--- src/rtl/div_pkg.sv ---
// Shared definitions for the sequential signed restoring divider:
// default width, 3-bit FSM state encoding and iteration count sizing.
package div_pkg;

   localparam int DIV_WIDTH = 16;
   localparam int ITER      = DIV_WIDTH;
   localparam int CNT_W     = $clog2(DIV_WIDTH + 1);

   typedef logic [2:0] state_t;

   localparam state_t S_IDLE  = 3'd0;
   localparam state_t S_LOAD  = 3'd1;
   localparam state_t S_SHIFT = 3'd2;
   localparam state_t S_SUB   = 3'd3;
   localparam state_t S_FIX   = 3'd4;
   localparam state_t S_END   = 3'd5;

endpackage

--- src/rtl/divisor_secuencial_if.sv ---
// init/DONE handshake bundle shared with the multiplier core; the calculator
// side is the master, the arithmetic core is the slave.
interface divisor_secuencial_if
   import div_pkg::*;
   #(parameter int WIDTH = DIV_WIDTH);

   logic             init;
   logic [WIDTH-1:0] Dividendo;
   logic [WIDTH-1:0] Divisor;
   logic [WIDTH-1:0] Cociente;
   logic [WIDTH-1:0] Residuo;
   logic             DONE;
   logic             DIV0;
   logic             OVF;

   modport master (
      output init, Dividendo, Divisor,
      input  Cociente, Residuo, DONE, DIV0, OVF
   );

   modport slave (
      input  init, Dividendo, Divisor,
      output Cociente, Residuo, DONE, DIV0, OVF
   );

endinterface

--- src/rtl/div_control.sv ---
// Divider sequencer: walks LOAD, then SHIFT/SUB once per quotient bit, then FIX,
// and emits one-hot datapath strobes decoded from the current state.
module div_control
   import div_pkg::*;
(
   input  logic clk,
   input  logic rst_n,
   input  logic init,
   input  logic b_zero,
   input  logic cnt_zero,
   output logic start,
   output logic ld,
   output logic sh,
   output logic sub,
   output logic dec,
   output logic fix,
   output logic done
);

   state_t state;
   state_t state_nxt;

   // NOTE: registers use non-blocking assignments so every flop samples pre-edge values.
   always_ff @(posedge clk or negedge rst_n) begin
      if (!rst_n) state <= S_IDLE;
      else        state <= state_nxt;
   end

   // NOTE: default first so no path leaves state_nxt unassigned (no latch).
   always_comb begin
      state_nxt = state;
      unique case (state)
         S_IDLE:  if (init) state_nxt = S_LOAD;
         S_LOAD:  state_nxt = b_zero ? S_FIX : S_SHIFT;
         S_SHIFT: state_nxt = S_SUB;
         S_SUB:   state_nxt = cnt_zero ? S_FIX : S_SHIFT;
         S_FIX:   state_nxt = S_END;
         S_END:   if (init) state_nxt = S_LOAD;
         default: state_nxt = S_IDLE;
      endcase
   end

   always_comb begin
      start = init && ((state == S_IDLE) || (state == S_END));
      ld    = (state == S_LOAD);
      sh    = (state == S_SHIFT);
      sub   = (state == S_SUB);
      dec   = (state == S_SUB);
      fix   = (state == S_FIX);
      done  = (state == S_END);
   end

endmodule

--- src/rtl/divisor_secuencial.sv ---
// Signed restoring divider: divides operand magnitudes one bit per SHIFT/SUB pair,
// then applies signs and the divide-by-zero / overflow special cases in FIX.
module divisor_secuencial
   import div_pkg::*;
   #(parameter int WIDTH = DIV_WIDTH)
(
   input  logic                 clk,
   input  logic                 reset,
   divisor_secuencial_if.slave  bus
);

   localparam int CW = $clog2(WIDTH + 1);
   localparam logic [WIDTH-1:0] MIN_NEG = {1'b1, {(WIDTH-1){1'b0}}};
   localparam logic [WIDTH-1:0] MAX_POS = {1'b0, {(WIDTH-1){1'b1}}};

   logic start, ld, sh, sub, dec, fix, done;

   logic [WIDTH:0]   r_acc;
   logic [WIDTH-1:0] q_reg;
   logic [WIDTH-1:0] b_mag;
   logic [WIDTH-1:0] a_lat;
   logic [CW-1:0]    count;
   logic             sign_q, sign_r, bz_lat, ovf_lat;
   logic [WIDTH-1:0] coc_r, res_r;
   logic             div0_r, ovf_r;

   logic [WIDTH+1:0] diff;
   logic [CW-1:0]    cnt_dec;

   function automatic logic [WIDTH-1:0] mag(input logic [WIDTH-1:0] x);
      return x[WIDTH-1] ? -x : x;
   endfunction

   assign diff    = {1'b0, r_acc} - {2'b00, b_mag};
   assign cnt_dec = count - CW'(1);

   div_control u_ctrl (
      .clk      (clk),
      .rst_n    (reset),
      .init     (bus.init),
      .b_zero   (bus.Divisor == '0),
      .cnt_zero (cnt_dec == '0),
      .start    (start),
      .ld       (ld),
      .sh       (sh),
      .sub      (sub),
      .dec      (dec),
      .fix      (fix),
      .done     (done)
   );

   always_ff @(posedge clk or negedge reset) begin
      if (!reset) begin
         r_acc   <= '0;
         q_reg   <= '0;
         b_mag   <= '0;
         a_lat   <= '0;
         count   <= '0;
         sign_q  <= 1'b0;
         sign_r  <= 1'b0;
         bz_lat  <= 1'b0;
         ovf_lat <= 1'b0;
         coc_r   <= '0;
         res_r   <= '0;
         div0_r  <= 1'b0;
         ovf_r   <= 1'b0;
      end else begin
         if (start) begin
            div0_r <= 1'b0;
            ovf_r  <= 1'b0;
         end
         if (ld) begin
            a_lat   <= bus.Dividendo;
            sign_q  <= bus.Dividendo[WIDTH-1] ^ bus.Divisor[WIDTH-1];
            sign_r  <= bus.Dividendo[WIDTH-1];
            q_reg   <= mag(bus.Dividendo);
            b_mag   <= mag(bus.Divisor);
            r_acc   <= '0;
            count   <= CW'(WIDTH);
            bz_lat  <= (bus.Divisor == '0);
            ovf_lat <= (bus.Dividendo == MIN_NEG) && (bus.Divisor == '1);
         end
         if (sh) begin
            r_acc <= {r_acc[WIDTH-1:0], q_reg[WIDTH-1]};
            q_reg <= {q_reg[WIDTH-2:0], 1'b0};
         end
         // A non-negative trial difference commits; otherwise R is simply kept.
         if (sub && !diff[WIDTH+1]) begin
            r_acc    <= diff[WIDTH:0];
            q_reg[0] <= 1'b1;
         end
         if (dec) count <= cnt_dec;
         if (fix) begin
            if (bz_lat) begin
               coc_r  <= '0;
               res_r  <= a_lat;
               div0_r <= 1'b1;
            end else if (ovf_lat) begin
               coc_r <= MAX_POS;
               res_r <= '0;
               ovf_r <= 1'b1;
            end else begin
               coc_r <= sign_q ? -q_reg : q_reg;
               res_r <= sign_r ? -r_acc[WIDTH-1:0] : r_acc[WIDTH-1:0];
            end
         end
      end
   end

   assign bus.Cociente = coc_r;
   assign bus.Residuo  = res_r;
   assign bus.DONE     = done;
   assign bus.DIV0     = div0_r;
   assign bus.OVF      = ovf_r;

endmodule

--- src/flat_wrapper.sv ---
// flat-port wrapper written by rule: the top's interface ports become plain ports
module divisor_secuencial_flat import div_pkg::*;
#(parameter int WIDTH = DIV_WIDTH)
  (clk, reset, bus_init, bus_Dividendo, bus_Divisor, bus_Cociente, bus_Residuo, bus_DONE, bus_DIV0, bus_OVF);
  divisor_secuencial_if #(.WIDTH(WIDTH)) bus_i ();
  input  logic clk;
  input  logic reset;
  input wire logic [$bits(bus_i.init)-1:0] bus_init;
  input wire logic [$bits(bus_i.Dividendo)-1:0] bus_Dividendo;
  input wire logic [$bits(bus_i.Divisor)-1:0] bus_Divisor;
  output wire logic [$bits(bus_i.Cociente)-1:0] bus_Cociente;
  output wire logic [$bits(bus_i.Residuo)-1:0] bus_Residuo;
  output wire logic [$bits(bus_i.DONE)-1:0] bus_DONE;
  output wire logic [$bits(bus_i.DIV0)-1:0] bus_DIV0;
  output wire logic [$bits(bus_i.OVF)-1:0] bus_OVF;
  assign bus_i.init = bus_init;
  assign bus_i.Dividendo = bus_Dividendo;
  assign bus_i.Divisor = bus_Divisor;
  assign bus_Cociente = bus_i.Cociente;
  assign bus_Residuo = bus_i.Residuo;
  assign bus_DONE = bus_i.DONE;
  assign bus_DIV0 = bus_i.DIV0;
  assign bus_OVF = bus_i.OVF;
  divisor_secuencial #(.WIDTH(WIDTH)) u_core (.clk(clk), .reset(reset), .bus(bus_i));
endmodule
--- config.mk ---
export PLATFORM = sky130hd
export DESIGN_NAME = divisor_secuencial_flat
export DESIGN_NICKNAME = d
export VERILOG_FILES = /design/src/rtl/div_pkg.sv /design/src/rtl/divisor_secuencial_if.sv /design/src/rtl/div_control.sv /design/src/rtl/divisor_secuencial.sv /design/src/flat_wrapper.sv
export SDC_FILE = /design/constraint.sdc
export NUM_CORES = 1
export LEC_CHECK = 0
export ABC_CLOCK_PERIOD_IN_PS = 6700
export BUFFER_PORTS_ARGS = -buffer_cell sky130_fd_sc_hd__buf_2
export CELL_PAD_IN_SITES_DETAIL_PLACEMENT = 1
export CELL_PAD_IN_SITES_GLOBAL_PLACEMENT = 1
export CORE_AREA = 2 2 121 123
export DETAILED_ROUTE_END_ITERATION = 10
export DIE_AREA = 0 0 123 125
export GPL_ROUTABILITY_DRIVEN = 0
export PLACE_DENSITY_LB_ADDON = 0.1
export SYNTH_ARGS = -nofsm -noshare
export SYNTH_HDL_FRONTEND = slang
export SYNTH_HIERARCHICAL = 1
export SYNTH_SLANG_ARGS = --single-unit
--- constraint.sdc ---
create_clock -name clk -period 6.7 [get_ports clk]
set_input_delay 1.34 -clock clk [delete_from_list [all_inputs] [get_ports clk]]
set_output_delay 1.34 -clock clk [all_outputs]
set_load 0.03 [all_outputs]
# After elaboration in Yosys (flattened, before gate mapping)
# Index checks and enable logic that the tools add are counted.
[totals]
reg_bits = 111
latchBits = 0
ram_bits = 0
rom_bits = 0
inputBits = 35
out_inout_bits = 35
word_cells = 69
memories = 0
[op_classes]
n_addsub = 6
mul = 0
div = 0
order_cmp = 0
n_eq_ne = 8
shift = 0
mux = 27
bitwise = 1
reduce_logical = 12
[ops]
columns = ["cell", "count"]
rows = [
  ["16-bit 2-to-1 mux", 10],
  ["16-bit negator", 4],
  ["17-bit 2-to-1 mux", 3],
  ["16-bit equality test, second input constant", 2],
  ["17-bit by 16-bit subtractor with 18-bit output", 1],
  ["16-bit logical NOT", 1],
  ["3-bit case mux with 5 select lines", 1],
  ["5-bit 2-to-1 mux", 2],
  ["3-bit 2-to-1 mux", 3],
  ["1-bit 2-to-1 mux", 8],
  ["3-bit by 2-bit equality test with 1-bit output, second input constant", 2],
  ["3-bit equality test, second input constant", 2],
  ["5-bit logical NOT", 1],
  ["5-bit by 1-bit subtractor with 5-bit output, second input constant", 1],
  ["2-bit nonzero test", 2],
  ["3-bit by 1-bit equality test with 1-bit output, second input constant", 1],
  ["1-bit logical AND", 3],
  ["3-bit logical NOT", 1],
  ["3-bit nonzero test", 1],
  ["2-bit by 1-bit inequality test with 1-bit output, second input constant", 1],
  ["2-bit OR reduction", 1],
  ["1-bit logical NOT", 1],
  ["1-bit logical OR", 1],
  ["1-bit bitwise XOR", 1],
]

# Logic depth before layout (Yosys ltp)
[depth]
word_depth = 7
depth_mapped = 12
depth_no_buf = 11

# By module
# The synthesis kept the hierarchy.
[modules_own_cells]
columns = ["mod", "instances", "cells_per_inst", "area_each_um2", "seq_area_each_um2"]
rows = [
  ["divisor_secuencial", 1, 745, 6607.6, 2677.6],
  ["div_control", 1, 23, 210.2, 75.1],
]

# Least setup slack after synthesis
# Ideal clock, no wire load.
[synth_path]
path_kind = "input -> register"
from = "input port bus_Dividendo[9]"
to = "register u_core.q_reg[14]"
setup_ns = 0.131
arrival_time_ns = 2.777
required_ns = 6.569
setup_slack_ns = 3.793
cell_stages = 6
n_path_buf = 0
cell_sequence = "or4_4 -> or3_4 -> o31a_1 -> xor2_1 -> mux2i_1 -> o21ai_1"
[synth_via]
elab_chain_len = 4
[synth_rtl]
columns = ["element", "line_no", "source"]
rows = [
  ["from (decl)", "flat_wrapper.sv:9", "input wire logic [$bits(bus_i.Dividendo)-1:0] bus_Dividendo;"],
  ["16-bit negator", "divisor_secuencial.sv:31", "return x[WIDTH-1] ? -x : x;"],
  ["16-bit 2-to-1 mux", "divisor_secuencial.sv:31", ""],
  ["16-bit 2-to-1 mux", "divisor_secuencial.sv:72", "if (ld) begin"],
  ["16-bit 2-to-1 mux", "divisor_secuencial.sv:83", "if (sh) begin"],
  ["to (signal assigned)", "divisor_secuencial.sv:76", "q_reg <= mag(bus.Dividendo);"],
  ["to (signal assigned)", "divisor_secuencial.sv:85", "q_reg <= {q_reg[WIDTH-2:0], 1'b0};"],
  ["to (decl)", "divisor_secuencial.sv:19", "logic [WIDTH-1:0] q_reg;"],
]
# No other way between the ends. The select of a mux whose other input is x is not followed.
# A chain may end at the register's enable or synchronous reset.

# Worst setup path in the final report
[layout_path]
from = "register u_core.u_ctrl.state[2]"
to = "register u_core.r_acc[16]"
[layout_via]
elab_chain_len = 3
elab_cells_between_ends = 7
classes_between = "eq/ne (3); mux (2); reduce/logical (2)"
[layout_rtl]
columns = ["element", "line_no", "source"]
rows = [
  ["from (decl)", "div_control.sv:20", "state_t state;"],
  ["from (signal assigned)", "div_control.sv:26", "else state <= state_nxt;"],
  ["3-bit by 2-bit equality test with 1-bit output (*)", "--", ""],
  ["via u_core.dec", "divisor_secuencial.sv:16", "logic start, ld, sh, sub, dec, fix, done;"],
  ["1-bit logical AND (*)", "divisor_secuencial.sv:88", "if (sub && !diff[WIDTH+1]) begin"],
  ["3-bit nonzero test (no source line) / 17-bit 2-to-1 mux (equally long branches)", "--", ""],
  ["to (signal assigned)", "divisor_secuencial.sv:84", "r_acc <= {r_acc[WIDTH-1:0], q_reg[WIDTH-1]};"],
  ["to (signal assigned)", "divisor_secuencial.sv:89", "r_acc <= diff[WIDTH:0];"],
  ["to (decl)", "divisor_secuencial.sv:18", "logic [WIDTH:0] r_acc;"],
]
# Mark *: on every way through the listed nets, which the timed path passes. The rest lies on a longest branch.

==> load_flow_metrics.sql <==
INSERT INTO impl_metrics (metric_group, metric, value, unit) VALUES
('clock_network', 'cts.sinks', '110', ''),
('global_routing', 'global_route.overflow_total', '0', ''),
('sta', 'rsz_0062_raised_after_global_routing', 'no', ''),
('yosys', 'syn-mean-instance-area', '8.88', 'um2'),
('clock_network', 'ctsHtreeMaxLevel', '3', ''),
('clock_network', 'clk_pin_slew', '0.07', 'ns'),
('detailed_routing', 'detail_route.vias_per_cell', '5.89', ''),
('finish', 'areaGrowthSynthToFinish', '11.5', '%'),
('sta', 'timing.final.crit_period', '3.47', 'ns'),
('global_routing', 'total_routing_usage_gr', '25.9', '%'),
('critical_path', 'crit_path_end_kind', 'flip-flop', ''),
('clock_network', 'clk_latency', '0.35', 'ns'),
('clock_network', 'clock-root-buffer', 'sky130_fd_sc_hd__clkbuf_16', ''),
('hold_path', 'hold_path.class', 'reg -> reg', ''),
('job', 'drv_cap', '0', ''),
('detailed_routing', 'postRouteAntennaNets', '0', ''),
('detailed_routing', 'routedWlPerCell', '19.0', 'um'),
('pwr', 'p_per_area', '516', 'nW/um2'),
('global_routing', 'grt_first_pass_wirelength', '31500', 'um'),
('sta', 'max_slew_margin', '34.5', '%'),
('yosys', 'syn-cell-area', '6820', 'um2'),
('sta', 'timing.final.ws_setup', '3.23', 'ns'),
('yosys', 'synth.lib_cells_used.distinct', '65', ''),
('sta', 'maxClockFrequency', '288', 'MHz'),
('sta', 'setup-violations-final', '0', ''),
('finish', 'registers.top_by_ff_count', 'u_core/r_acc', ''),
('floorplanning', 'die_h', '125', 'um'),
('detailed_routing', 'length_of_the_first_detailed_routing_pass_in_iterations', '4', ''),
('yosys', 'synth-async-reset-ratio', '100', '%'),
('floorplanning', 'fp-row-count', '44', ''),
('floorplanning', 'die-width', '123', 'um'),
('finish', 'n_fill_cell', '1704', ''),
('yosys', 'syn_nets', '827', ''),
('global_routing', 'grt_antenna_before_repair', '0', ''),
('yosys', 'yosysWarnings', '6', ''),
('hold_path', 'hp-start', 'u_core/bus.Cociente[11]', ''),
('place', 'port_buffers', '69', ''),
('critical_path', 'critical_path_peak_fanout', '19', ''),
('yosys', 'number_of_enable_flip_flop_cells_after_synthesis', '0', ''),
('detailed_routing', 'vias', '5891', ''),
('yosys', 'synth.yosys.seq_area_share', '40.4', '%'),
('yosys', 'synthCells', '768', ''),
('sta', 'finalHoldViolations', '0', ''),
('place', 'dp_worst_setup_slack', '3.31', 'ns'),
('floorplanning', 'ios', '70', ''),
('finish', 'final_common_cell', 'sky130_fd_sc_hd__dfrtp_1', ''),
('detailed_routing', 'remaining_drc_errors', '0', ''),
('finish', 'final_nets', '870', ''),
('clock_network', 'numCtsBuffers', '9', ''),
('floorplanning', 'fp.coreArea', '14200', 'um2'),
('sta', 'finalCritPeriodShare', '51.8', '%'),
('clock_network', 'clk_path_buf_depth', '2', ''),
('critical_path', 'worst-endpoint-required', '6.92', 'ns'),
('clock_network', 'cts_setup_buffers', '0', ''),
('yosys', 'number_of_synthesized_register_bits', '110', ''),
('sta', 'totalNegativeSetupSlack', '0', 'ns'),
('outcome', 'outcome', 'finished clean', ''),
('sta', 'max_slew.worst_pin.slew', '0.978', 'ns'),
('detailed_routing', 'drt_first_iter_violations', '255', ''),
('floorplanning', 'floorplan.initialDensity', '48.0', '%'),
('floorplanning', 'fp.dieArea', '15400', 'um2'),
('global_routing', 'grt_pass1_vias', '6213', ''),
('clock_network', 'ctsResizeCount', '0', ''),
('detailed_routing', 'route.final.wire_length', '19000', 'um'),
('pwr', 'leakagePower', '0.00355', 'uW'),
('pwr', 'vdd.ir_drop.worst', '0.195', 'mV'),
('clock_network', 'tritoncts', 'built', ''),
('finish', 'final_util', '53.5', '%'),
('critical_path', 'rr_startpoint', 'u_core/u_ctrl/state[2]', ''),
('sta', 'fin_worst_skew', '0.00672', 'ns'),
('place', 'detailed_place_hpwl', '13800', 'um');
[worst max-delay path, cell delays in order (launching register included)]
cell                        delay, ns
sky130_fd_sc_hd__dfrtp_1         0.47
sky130_fd_sc_hd__nand2b_2        0.26
sky130_fd_sc_hd__nor2_1          0.76
sky130_fd_sc_hd__inv_1           0.19
sky130_fd_sc_hd__nor4_2          0.38
sky130_fd_sc_hd__o211ai_1        0.17
sky130_fd_sc_hd__and3_1          0.47
sky130_fd_sc_hd__nand4bb_1       0.34
sky130_fd_sc_hd__o311ai_1        0.14
sky130_fd_sc_hd__o211ai_1        0.16
[power breakdown]
part	switching (uW)	internal, uW	total, uW
sequential	308	929	1240
combinational	1240	840	2080
clock	243	358	601
[logic make-up (layout without fill, tap and decap cells)]
| family | count (synthesis) | in the layout | share of synthesized area (%) |
|---|---|---|---|
| fa+ha+maj | 24 | 24 | 4.51 |
| xor+xnor | 68 | 68 | 8.74 |
| buf+inv | 77 | 125 | 4.57 |
| compound gates | 220 | 220 | 19.2 |
| mux | 33 | 33 | 5.25 |
| simple gates | 236 | 236 | 17.3 |
| flops | 110 | 110 | 40.4 |
[metrics by stage]
stage,instance area [um2],power [uW],instances
floorplan,6820,2770,768
global placement,7260,3190,984
detailed placement,7260,3290,984
CTS,7600,3940,1000
global route,7600,4270,1000
finish,7600,3920,1000
[worst paths after layout]
path	endpoint	slack, ns	cells past startpoint
worst max-delay path	u_core/r_acc[16]	3.23	9
worst min-delay path	u_core/bus.Cociente[11]	0.48	1
worst max register to register	u_core/r_acc[16]	3.23	9
worst min register to register	u_core/bus.Cociente[11]	0.48	1
max in group asynchronous	u_core/r_acc[8]	4.43	2
min in group asynchronous	u_core/bus.Cociente[0]	0.97	1
[cell usage after synthesis (7+ instances only)]
cell	instances	area share, %
sky130_fd_sc_hd__inv_1	34	1.9
sky130_fd_sc_hd__a211oi_1	9	0.99
sky130_fd_sc_hd__nand3_1	9	0.66
sky130_fd_sc_hd__or3_1	10	0.92
sky130_fd_sc_hd__xor2_1	45	5.8
sky130_fd_sc_hd__o31ai_1	19	2.1
sky130_fd_sc_hd__dfrtp_1	110	40
sky130_fd_sc_hd__o21ai_0	67	4.9
sky130_fd_sc_hd__and3_1	17	1.6
sky130_fd_sc_hd__ha_1	23	4.2
sky130_fd_sc_hd__a21oi_1	77	5.7
sky130_fd_sc_hd__nor2b_1	8	0.73
sky130_fd_sc_hd__nor2_1	61	3.4
sky130_fd_sc_hd__mux2i_1	11	1.6
sky130_fd_sc_hd__nor3_1	18	1.3
sky130_fd_sc_hd__clkbuf_1	32	1.8
sky130_fd_sc_hd__mux2_2	22	3.6
sky130_fd_sc_hd__a21o_1	7	0.77
sky130_fd_sc_hd__xnor2_1	23	3.0
sky130_fd_sc_hd__nand2b_1	8	0.73
sky130_fd_sc_hd__nand2_1	68	3.7
sky130_fd_sc_hd__nor3b_1	13	1.4
[final cells by class]
| cell class | count | area (um2) | area share (%) |
|---|---|---|---|
| Multi-Input combinational cell | 581 | 3770 | 49.6 |
| Clock inverter | 3 | 65.1 | 0.856 |
| Clock buffer | 13 | 270 | 3.56 |
| Timing Repair Buffer | 73 | 378 | 4.97 |
| Inverter | 36 | 135 | 1.78 |
| Tap cell | 184 | 230 | 3.03 |
| Sequential cell | 110 | 2750 | 36.2 |
[routing by layer]
metal	global-route usage [%]	share of wire, %	vias to the layer above
li1	-	-	2798
met4	7.95	1.7	0
met5	0	0	-
met3	4.79	3.2	23
met2	44.4	51	91
met1	32.9	44	2979
(Power assumes the default switching activity.)
